===== src/rtl/window_sum_delay_if.sv =====
// Sample-path bundle for window_sum_delay.
// Carries load/flush controls, tap select, and delayed-sample/window-sum results.
interface window_sum_delay_if #(
  parameter int N = 36,
  parameter int D = 16
);
  localparam int AW = $clog2(D);
  localparam int SW = N + AW;

  logic                 ld;
  logic [N-1:0]         inp;
  logic                 flush;
  logic [AW-1:0]        tap_sel;
  logic [N-1:0]         tap_out;
  logic [N-1:0]         out;
  logic signed [SW-1:0] sum;
  logic [AW:0]          cnt;
  logic                 full;

  modport master (
    output ld, inp, flush, tap_sel,
    input  tap_out, out, sum, cnt, full
  );

  modport slave (
    input  ld, inp, flush, tap_sel,
    output tap_out, out, sum, cnt, full
  );
endinterface


===== src/rtl/window_sum_delay.sv =====
// D-stage load-enabled delay line with selectable tap,
// registered sliding-window sum and fill counter.
module window_sum_delay #(
  parameter int N = 36,
  parameter int D = 16
) (
  input logic               clk,
  input logic               rst,
  window_sum_delay_if.slave bus
);
  localparam int AW = $clog2(D);
  localparam int SW = N + AW;
  localparam logic [AW:0] W_D   = (AW+1)'(D);
  localparam logic [AW:0] W_ONE = (AW+1)'(1);

  logic [N-1:0]         r_stage [D];
  logic signed [SW-1:0] r_sum;
  logic [AW:0]          r_cnt;

  logic signed [SW-1:0] w_in_ext;
  logic signed [SW-1:0] w_tail_ext;

  assign w_in_ext   = {{AW{bus.inp[N-1]}}, bus.inp};
  assign w_tail_ext = {{AW{r_stage[D-1][N-1]}}, r_stage[D-1]};

  // Cleared stages hold zero, so subtracting the tail keeps the sum exact during fill.
  always_ff @(posedge clk) begin
    if (rst) begin
      for (int k = 0; k < D; k++) r_stage[k] <= '0;
      r_sum <= '0;
      r_cnt <= '0;
    end else if (bus.flush) begin
      for (int k = 1; k < D; k++) r_stage[k] <= '0;
      r_stage[0] <= bus.ld ? bus.inp : '0;
      r_sum      <= bus.ld ? w_in_ext : '0;
      r_cnt      <= bus.ld ? W_ONE : '0;
    end else if (bus.ld) begin
      r_stage[0] <= bus.inp;
      for (int k = 1; k < D; k++) r_stage[k] <= r_stage[k-1];
      r_sum <= r_sum + w_in_ext - w_tail_ext;
      if (r_cnt != W_D) r_cnt <= r_cnt + W_ONE;
    end
  end

  always_comb begin
    bus.tap_out = '0;
    if ({1'b0, bus.tap_sel} < W_D) bus.tap_out = r_stage[bus.tap_sel];
  end

  assign bus.out  = r_stage[D-1];
  assign bus.sum  = r_sum;
  assign bus.cnt  = r_cnt;
  assign bus.full = (r_cnt == W_D);
endmodule

===== src/flat_wrapper.sv =====
// flat-port wrapper written by rule: the top's interface ports become plain ports
module window_sum_delay_flat 
#(
  parameter int N = 36,
  parameter int D = 16
)
  (clk, rst, bus_ld, bus_inp, bus_flush, bus_tap_sel, bus_tap_out, bus_out, bus_sum, bus_cnt, bus_full);
  window_sum_delay_if #(.N(N), .D(D)) bus_i ();
  input logic clk;
  input logic rst;
  input wire logic [$bits(bus_i.ld)-1:0] bus_ld;
  input wire logic [$bits(bus_i.inp)-1:0] bus_inp;
  input wire logic [$bits(bus_i.flush)-1:0] bus_flush;
  input wire logic [$bits(bus_i.tap_sel)-1:0] bus_tap_sel;
  output wire logic [$bits(bus_i.tap_out)-1:0] bus_tap_out;
  output wire logic [$bits(bus_i.out)-1:0] bus_out;
  output wire logic [$bits(bus_i.sum)-1:0] bus_sum;
  output wire logic [$bits(bus_i.cnt)-1:0] bus_cnt;
  output wire logic [$bits(bus_i.full)-1:0] bus_full;
  assign bus_i.ld = bus_ld;
  assign bus_i.inp = bus_inp;
  assign bus_i.flush = bus_flush;
  assign bus_i.tap_sel = bus_tap_sel;
  assign bus_tap_out = bus_i.tap_out;
  assign bus_out = bus_i.out;
  assign bus_sum = bus_i.sum;
  assign bus_cnt = bus_i.cnt;
  assign bus_full = bus_i.full;
  window_sum_delay #(.N(N), .D(D)) u_core (.clk(clk), .rst(rst), .bus(bus_i));
endmodule

===== config.mk =====
export PLATFORM = sky130hd
export DESIGN_NAME = window_sum_delay_flat
export DESIGN_NICKNAME = d
export VERILOG_FILES = /design/src/rtl/window_sum_delay_if.sv /design/src/rtl/window_sum_delay.sv /design/src/flat_wrapper.sv
export SDC_FILE = /design/constraint.sdc
export NUM_CORES = 1
export LEC_CHECK = 0
export ABC_AREA = 1
export CORE_ASPECT_RATIO = 2
export CORE_MARGIN = 2
export CORE_UTILIZATION = 55
export DETAILED_ROUTE_END_ITERATION = 8
export PLACE_DENSITY = 0.86
export SYNTH_ARGS = -nofsm -noshare
export SYNTH_HDL_FRONTEND = slang
export SYNTH_SLANG_ARGS = --single-unit
export TNS_END_PERCENT = 100

===== constraint.sdc =====
create_clock -name clk -period 12.55 [get_ports clk]
set_input_delay 1.255 -clock clk [delete_from_list [all_inputs] [get_ports clk]]
set_output_delay 1.255 -clock clk [all_outputs]
set_load 0.03 [all_outputs]

# Word level (Yosys, flattened, before mapping)
# Memories as Yosys holds them, arrays and structs flattened.
# Cells that the tools add are included.
# classes
n_addsub	3
n_eq_ne	2
n_mux	49
bitwise	32
reduce_logical	3
# op_table
op	count
36-bit two-way mux	33
40-bit two-way mux	3
40-bit by 36-bit adder with 40-bit output	1
40-bit by 36-bit subtractor with 40-bit output	1
1-bit OR	32
5-bit two-way mux	3
1-bit two-way mux	10
5-bit by 1-bit adder with 5-bit output (second input constant)	1
5-bit equality test (second input constant)	1
5-bit inequality test (second input constant)	1
2-bit nonzero test	2
2-bit AND reduction	1
# word_totals
reg_bits	45
ram_bits	576
input_bits	44
output_inout_bits	118
wordCells	92
memories	1
# memory_table
memory	words	word_bits	rd	rd_clocked_by_memory_dff	wr	line_no	source
u_core.r_stage	16	36	17	0	16	window_sum_delay.sv:16	logic [N-1:0] r_stage [D];

# Logic depth before layout (Yosys ltp)
# Gate-level depths: netlist (run 1).
# depth
ltp_word	5
ltp_mapped	18
mapped_depth_nobuf	18

# Worst setup path after synthesis (run 1)
# No wires, ideal clock.
# synth_timing
path_type	input to register
from	input port rst
to	register u_core.r_sum[24] (netlist: u_core.bus.sum[24])
setup_time_ps	129
arrival_ps	10218
t_required_ps	12421
setup_slack_ps	2203
path_stages	6
path_buffers	2
cell_sequence	buf_4 -> clkinv_2 -> nand2_1 -> clkbuf_1 -> o32ai_1 -> o21bai_1
# synth_lines
item	line_no	source
start: declaration	flat_wrapper.sv:10	input logic rst;
end signal: assignment	window_sum_delay.sv:35	r_sum <= bus.ld ? w_in_ext : '0;
end signal: assignment	window_sum_delay.sv:40	r_sum <= r_sum + w_in_ext - w_tail_ext;
end: declaration	window_sum_delay.sv:17	logic signed [SW-1:0] r_sum;

# Worst setup path after layout (run 1)
# layout_timing
from	input port bus_tap_sel[2]
to	output port bus_tap_out[13]
# layout_between
elab_chain_cells	1
# layout_lines
item	line_no	source
start: declaration	flat_wrapper.sv:14	input wire logic [$bits(bus_i.tap_sel)-1:0] bus_tap_sel;
memory 16 x 36 bit	--	
end: declaration	flat_wrapper.sv:15	output wire logic [$bits(bus_i.tap_out)-1:0] bus_tap_out;
# Every way passes these cells.

==> results of run 1 <==
==> flip-flops by register name, indices dropped and copies added, names as in the netlist <==
| signal | flops |
|---|---|
| u_core.r_stage | 576 |
| u_core.bus.cnt | 5 |
| u_core.bus.sum | 40 |
==> cell families after synthesis <==
logic type	count (synthesis)	synth area share (%)
compound gates	973	16.2
xor+xnor	10	0.273
fa+ha+maj	82	4.10
buf+inv	909	11.6
flops	621	49.9
mux	36	1.12
simple gates	1364	16.7
==> layout by cell type (no fill, tap or decap), types with 43 or more instances in the layout <==
| cell | count |
|---|---|
| dfxtp_1 | 261 |
| clkbuf_16 | 55 |
| nand2_1 | 745 |
| a21oi_1 | 530 |
| o21ai_0 | 310 |
| clkdlybuf4s50_1 | 158 |
| nor2_1 | 499 |
| inv_1 | 665 |
| nand3_1 | 61 |
| ha_1 | 43 |
| o221ai_1 | 64 |
| edfxtp_1 | 360 |
==> worst register-to-register path, delay by kind of cell, from the launching register on <==
| family | cells | cell delay (ns) |
|---|---|---|
| buffers and inverters | 2 | 0.14 |
| adders and majority gates | 2 | 0.95 |
| DFF | 1 | 0.58 |
| and+or+nand+nor | 10 | 1.51 |
==> path summary, 6_finish.rpt <==
path                                from                     to  slack (ns)  depth (start not counted)
setup reg to reg  u_core.r_stage[15][18]     u_core.bus.sum[28]        9.24                         14
hold / removal     u_core.r_stage[7][26]  u_core.r_stage[7][26]        0.46                          2
hold reg to reg    u_core.r_stage[7][26]  u_core.r_stage[7][26]        0.46                          2
setup / recovery          bus_tap_sel[2]        bus_tap_out[13]        6.05                          8
==> area by class of cell <==
class,count,area share (%)
Antenna cell,1,0.00706
Clock buffer,78,4.35
Clock inverter,20,0.388
Inverter,672,7.15
Multi-Input combinational cell,2465,34.9
Sequential cell,621,45.3
Tap cell,762,2.69
Timing Repair Buffer,186,5.22
==> metrics by stage <==
step,setup WS [ns],util (%),std cells
floorplan,2.20,-,3995
global placement,6.18,58.3,4706
detailed placement,6.15,58.3,4706
CTS,6.13,61.2,4804
global route,5.92,61.2,4805
finish,6.05,61.2,4805
==> power groups by stage <==
stage | clock, W | combinational, W | sequential, W
floorplan | 0 | 0.000631 | 0.00235
global placement | 0 | 0.000985 | 0.00231
detailed placement | 0 | 0.000994 | 0.00231
CTS | 0.00164 | 0.00100 | 0.00227
global route | 0.00170 | 0.00111 | 0.00228
finish | 0.00162 | 0.00102 | 0.00227
==> layer usage <==
layer	GRT usage (%)	up-vias	share of wire [%]
met5	0	-	0.014
met4	24.7	2	9.5
met3	5.22	340	7.2
met2	50.0	1146	49
met1	32.8	12700	35
li1	-	12900	-
==> results.tsv, run 1 <==
stage	metric	value	unit
drt	Routed WL	92.1	mm
worst_setup_path	crit path cell chain	clkdlybuf4s50_1 -> buf_4 -> clkinv_2 -> buf_4 -> o21ai_0 -> o22ai_1 -> o21ai_0 -> clkdlybuf4s50_1	
clock_tree	H-Tree Depth	2	
yosys	cell area after synthesis	0.0321	mm2
worst_setup_path	CP Class	in2out	
yosys	Unique masters post-synth	43	
drt	Final ANT Viol Nets	0	
yosys	post-synth top area cell	edfxtp_1	
sta	fin. max-slew vios	0	
yosys	Yosys Warn Count	0	
floorplan	Die ar.	0.0605	mm2
worst_setup_path	critical path arrival	5.25	ns
global_routing	grt ovf	0	
global_routing	vias in the first global route	25900	
clock_tree	insertion delay to the later sink of the worst-skew pair	0.60	ns
global_routing	GRT Overall Usage	29.8	%
worst_hold_path	HP Class	reg2reg	
yosys	syn avg cell area	8.04	um2
yosys	Synthesized Nets	4121	
status	status	completed	
sta	fmax	154	MHz
final_layout	Storage cell area	0.0160	mm2
power_and_ir_drop	Flop pwr share	46.2	%
power_and_ir_drop	NetSw	0.00153	W
sta	post-route minimum period	6.50	ns
yosys	Post-synth top cells	nand2_1, inv_1, a21oi_1	
worst_setup_path	crit-path max cell delay	0.81	ns
sta	Final setup violation count	0	
placement	IO Port Bufs	161	
clock_tree	CTS Hold Bufs	0	
power_and_ir_drop	Power Density	139	mW/mm2
final_layout	Layout area overhead	10.3	%
global_routing	pin count of the biggest net entering global routing	251	
sta	worst hold slack	0.460	ns
worst_setup_path	Buf/Inv on CP	5	
final_layout	share of cells above drive strength 1	3.76	%
worst_setup_path	Setup crit end kind	output pin	
power_and_ir_drop	clock power share	33.0	%
clock_tree	Post-CTS Setup Bufs	0	
yosys	Synth area leaders	edfxtp_1, dfxtp_1, nand2_1, a21oi_1, inv_1	
sta	Final Hold Viols	0	
sta	setup tns final	0	ns
global_routing	initial antenna violation count	2	
worst_setup_path	Startpoint Class	input pin	
sta	RSZ-0062 raised after global routing	no	
drt	drt wl/cell	19.2	um
sta	worst slew pin tran	1.20	ns
clock_tree	CTS tree	built	
sta	Layout Skew	0.0179	ns
clock_tree	CTS resizes	0	
power_and_ir_drop	Overall Power	0.00491	W
worst_setup_path	slowest CP cell	clkdlybuf4s50_1	
final_layout	Finished Cell Area	0.0354	mm2
yosys	top cell type's share of synthesized area	33.6	%
power_and_ir_drop	Switching Fraction	31.1	%
yosys	Post-synth EDFFs	360	
clock_tree	Clock Tree Buf Depth	3	
placement	dpl cell area	0.0338	mm2
yosys	Synth Instances	3995	
drt	drt pass-1 iters	8	
final_layout	area of the multi-input gates	0.0124	mm2
yosys	cell with the most instances after synthesis	nand2_1	
worst_setup_path	crit-path leading delay family	buffers and inverters	
worst_setup_path	Req. time, crit path	11.30	ns
floorplan	DIE HEIGHT	346	um
drt	Iter 0 DRT Violations	2838	
sta	Slew HR	20.1	%
floorplan	Initial Utilization	55.5	%
power_and_ir_drop	Leak Pwr	13.5	nW
floorplan	Ports	162	
clock_tree	CTS buffer count	52	
placement	routability cong.	1.06	
power_and_ir_drop	Power Internal	0.00339	W
floorplan	FP Rows	125	
floorplan	Core Box Area	0.0579	mm2
power_and_ir_drop	Logic pwr share	20.7	%
yosys	Seq cells post-synth	621	
clock_tree	CTS sink count	621	
placement	DP HPWL	60.0	mm
drt	DR vias	27100	
yosys	sequential share of the synthesized area	49.9	%
clock_tree	clock slew at reported path FFs	0.07	ns
drt	residual DRC count	0	
final_layout	Post-layout nets	4124	
final_layout	fill count	4795	
worst_setup_path	Crit Path Max Fanout	71	
floorplan	Die X	175	um
sta	final period utilization	51.8	%
clock_tree	CTS root buf	clkbuf_16	
job	max-cap viol count	0	
yosys	ys flop type	edfxtp_1	
global_routing	first-pass GRT wire length	141	mm
drt	Via-to-Cell Ratio	5.64	
yosys	Async S/R FF share, synth	0	%
power_and_ir_drop	VDD IR max	101	uV
Power figures use the tool's default switching activity.
==> inputs of run 2 (changes only) <==
--- a/config.mk
+++ b/config.mk
@@ -10,7 +10,7 @@
 export CORE_MARGIN = 2
 export CORE_UTILIZATION = 55
 export DETAILED_ROUTE_END_ITERATION = 8
-export PLACE_DENSITY = 0.86
+export PLACE_DENSITY = 0.89
 export SYNTH_ARGS = -nofsm -noshare
 export SYNTH_HDL_FRONTEND = slang
 export SYNTH_SLANG_ARGS = --single-unit
==> constraint.sdc (replaced) <==
create_clock -name clk -period 5.58 [get_ports clk]
set_input_delay 0.558 -clock clk [delete_from_list [all_inputs] [get_ports clk]]
set_output_delay 0.558 -clock clk [all_outputs]
set_load 0.03 [all_outputs]
==> run 2 against run 1 <==
  * Worst setup slack worse by 4.6 ns
  * Routed wire length grew 3.9%
  * Combinational power increased by 120%
  * Clock power rose by 140%
  * Clock skew barely moved
  * Global-route usage rose by 1.4 points
  * Sequential share of layout area fell by 0.44 points
  * First-iteration DRC count is 10% higher
  * Critical endpoint unchanged
  * Design area grew 0.98%
==> results.tsv, run 2 (synthesis results as in run 1) <==
stage	metric	value	unit
status	status	completed	
final_layout	share of cells above drive strength 1	4.19	%
sta	RSZ-0062 raised after global routing	no	
global_routing	gr busiest metal	met2	
floorplan	FP Rows	125	
global_routing	met2 usage	54.6	%
worst_setup_path	Req. time, crit path	5.02	ns
final_layout	Storage cell area	0.0160	mm2
worst_setup_path	crit-path leading delay family	buffers and inverters	
global_routing	vias in the first global route	27100	
floorplan	Die ar.	0.0605	mm2
worst_setup_path	R2R Setup Slk	2.38	ns
sta	fin. max-slew vios	0	
placement	Inst Count DP	4723	
worst_setup_path	crit path cell chain	buf_6 -> buf_12 -> o21ai_0 -> a21oi_1 -> o22ai_1 -> o21ai_0 -> buf_4 -> clkdlybuf4s50_1	
floorplan	Initial Utilization	55.5	%
final_layout	Non-Filler Instances	4823	
worst_setup_path	crit-path max cell delay	0.67	ns
global_routing	GRT Overall Usage	31.2	%
final_layout	fill count	4709	
sta	worst slew pin tran	1.18	ns
floorplan	DIE HEIGHT	346	um
power_and_ir_drop	VDD IR max	259	uV
placement	DP HPWL	63.1	mm
clock_tree	clock slew at reported path FFs	0.06	ns
worst_setup_path	slowest CP cell	clkdlybuf4s50_1	
placement	routability cong.	1.09	
global_routing	initial antenna violation count	1	
sta	Slew HR	21.6	%
worst_setup_path	Startpoint Class	input pin	
job	max-cap viol count	0	
placement	IO Port Bufs	161	
power_and_ir_drop	Power Density	317	mW/mm2
power_and_ir_drop	Leak Pwr	13.7	nW
final_layout	commonest non-fill, non-tap cell in the layout	nand2_1	
drt	Routed WL	95.8	mm
drt	Via-to-Cell Ratio	5.74	
sta	setup tns final	0	ns
clock_tree	CTS buffer count	53	
final_layout	most frequent cells in the layout	nand2_1, inv_1, a21oi_1, nor2_1, edfxtp_1	
worst_setup_path	Crit path top cell by count	o21ai_0	
global_routing	routing usage on met1	34.0	%
final_layout	Ant. Diodes	0	
worst_setup_path	Setup crit end kind	output pin	
drt	drt pass-1 iters	7	
sta	Final Hold Viols	0	
floorplan	Die X	175	um
worst_setup_path	Crit Path Max Fanout	159	
final_layout	Reg with most FFs	u_core.r_stage	
clock_tree	CTS tree	built	
clock_tree	CTS root buf	clkbuf_16	
drt	Iter 0 DRT Violations	3130	
clock_tree	CTS sink count	621	
sta	Layout Skew	0.0180	ns
final_layout	Post-layout nets	4142	
sta	fmax	243	MHz
global_routing	met3 usage	5.40	%
clock_tree	CTS resizes	0	
global_routing	grt ovf	0	
worst_setup_path	CP Class	in2out	
floorplan	Ports	162	
worst_setup_path	Buf/Inv on CP	4	
clock_tree	CTS Hold Bufs	0	
final_layout	Layout area overhead	11.4	%
floorplan	Core Box Area	0.0579	mm2
worst_hold_path	HP Class	reg2reg	
clock_tree	insertion delay to the later sink of the worst-skew pair	0.61	ns
sta	Final setup violation count	0	
clock_tree	Clock Tree Buf Depth	3	
sta	final period utilization	73.8	%
global_routing	first-pass GRT wire length	148	mm
sta	post-route minimum period	4.12	ns
clock_tree	Post-CTS Setup Bufs	0	
drt	DR vias	27700	
drt	residual DRC count	0	
worst_setup_path	critical path arrival	3.56	ns
final_layout	area of the multi-input gates	0.0124	mm2
clock_tree	H-Tree Depth	2	
final_layout	number of flip-flops in the largest register	576	
drt	Final ANT Viol Nets	0	
global_routing	pin count of the biggest net entering global routing	227	
drt	drt wl/cell	19.9	um
[run 2: cell type report]
cell class              instances  share of cell area [%]
well taps                     762                    2.66
multi-input cells            2465                    34.6
repair buffers                203                    5.77
clock buffers                  73                    4.21
flip-flops and latches        621                    44.8
clock inverters                27                   0.860
inverters                     672                    7.08
[run 2: layer usage]
layer	vias to the layer above	wire length, um
met5	-	18
met4	2	7870
met3	357	7250
met2	1384	48000
met1	13000	32700
li1	12900	-
[run 2: report_power, final]
group          leakage [nW]  switching [W]  internal, W
registers              6.30       0.000116      0.00499
logic                  6.53        0.00159     0.000701
clock network         0.892        0.00175      0.00219
[run 2: per-stage QoR]
step	total power (W)	hold slack [ns]	instance area, um2	setup slack, ns	util, %
2_1_floorplan	0.00668	0.440	32100	0.376	-
3_3_place_gp	0.00742	0.448	34000	1.60	58.7
3_5_place_dp	0.00744	0.452	34000	1.62	58.7
4_1_cts	0.0113	0.462	35800	1.51	61.8
5_1_grt	0.0117	0.489	35800	1.37	61.8
6_report	0.0113	0.463	35800	1.46	61.8
[run 2: path summary, 6_finish.rpt]
path	depth (start not counted)	end	start
min	2	u_core.r_stage[7][9]	u_core.r_stage[7][9]
min reg2reg	2	u_core.r_stage[7][9]	u_core.r_stage[7][9]
max	8	bus_tap_out[13]	bus_tap_sel[1]
max reg2reg	14	u_core.bus.sum[24]	u_core.r_stage[15][2]
[run 2: worst min-delay path, stage by stage (launching register included)]
cell and delay, ns:
dfxtp_1 0.31, nand2_1 0.06, a21oi_1 0.05
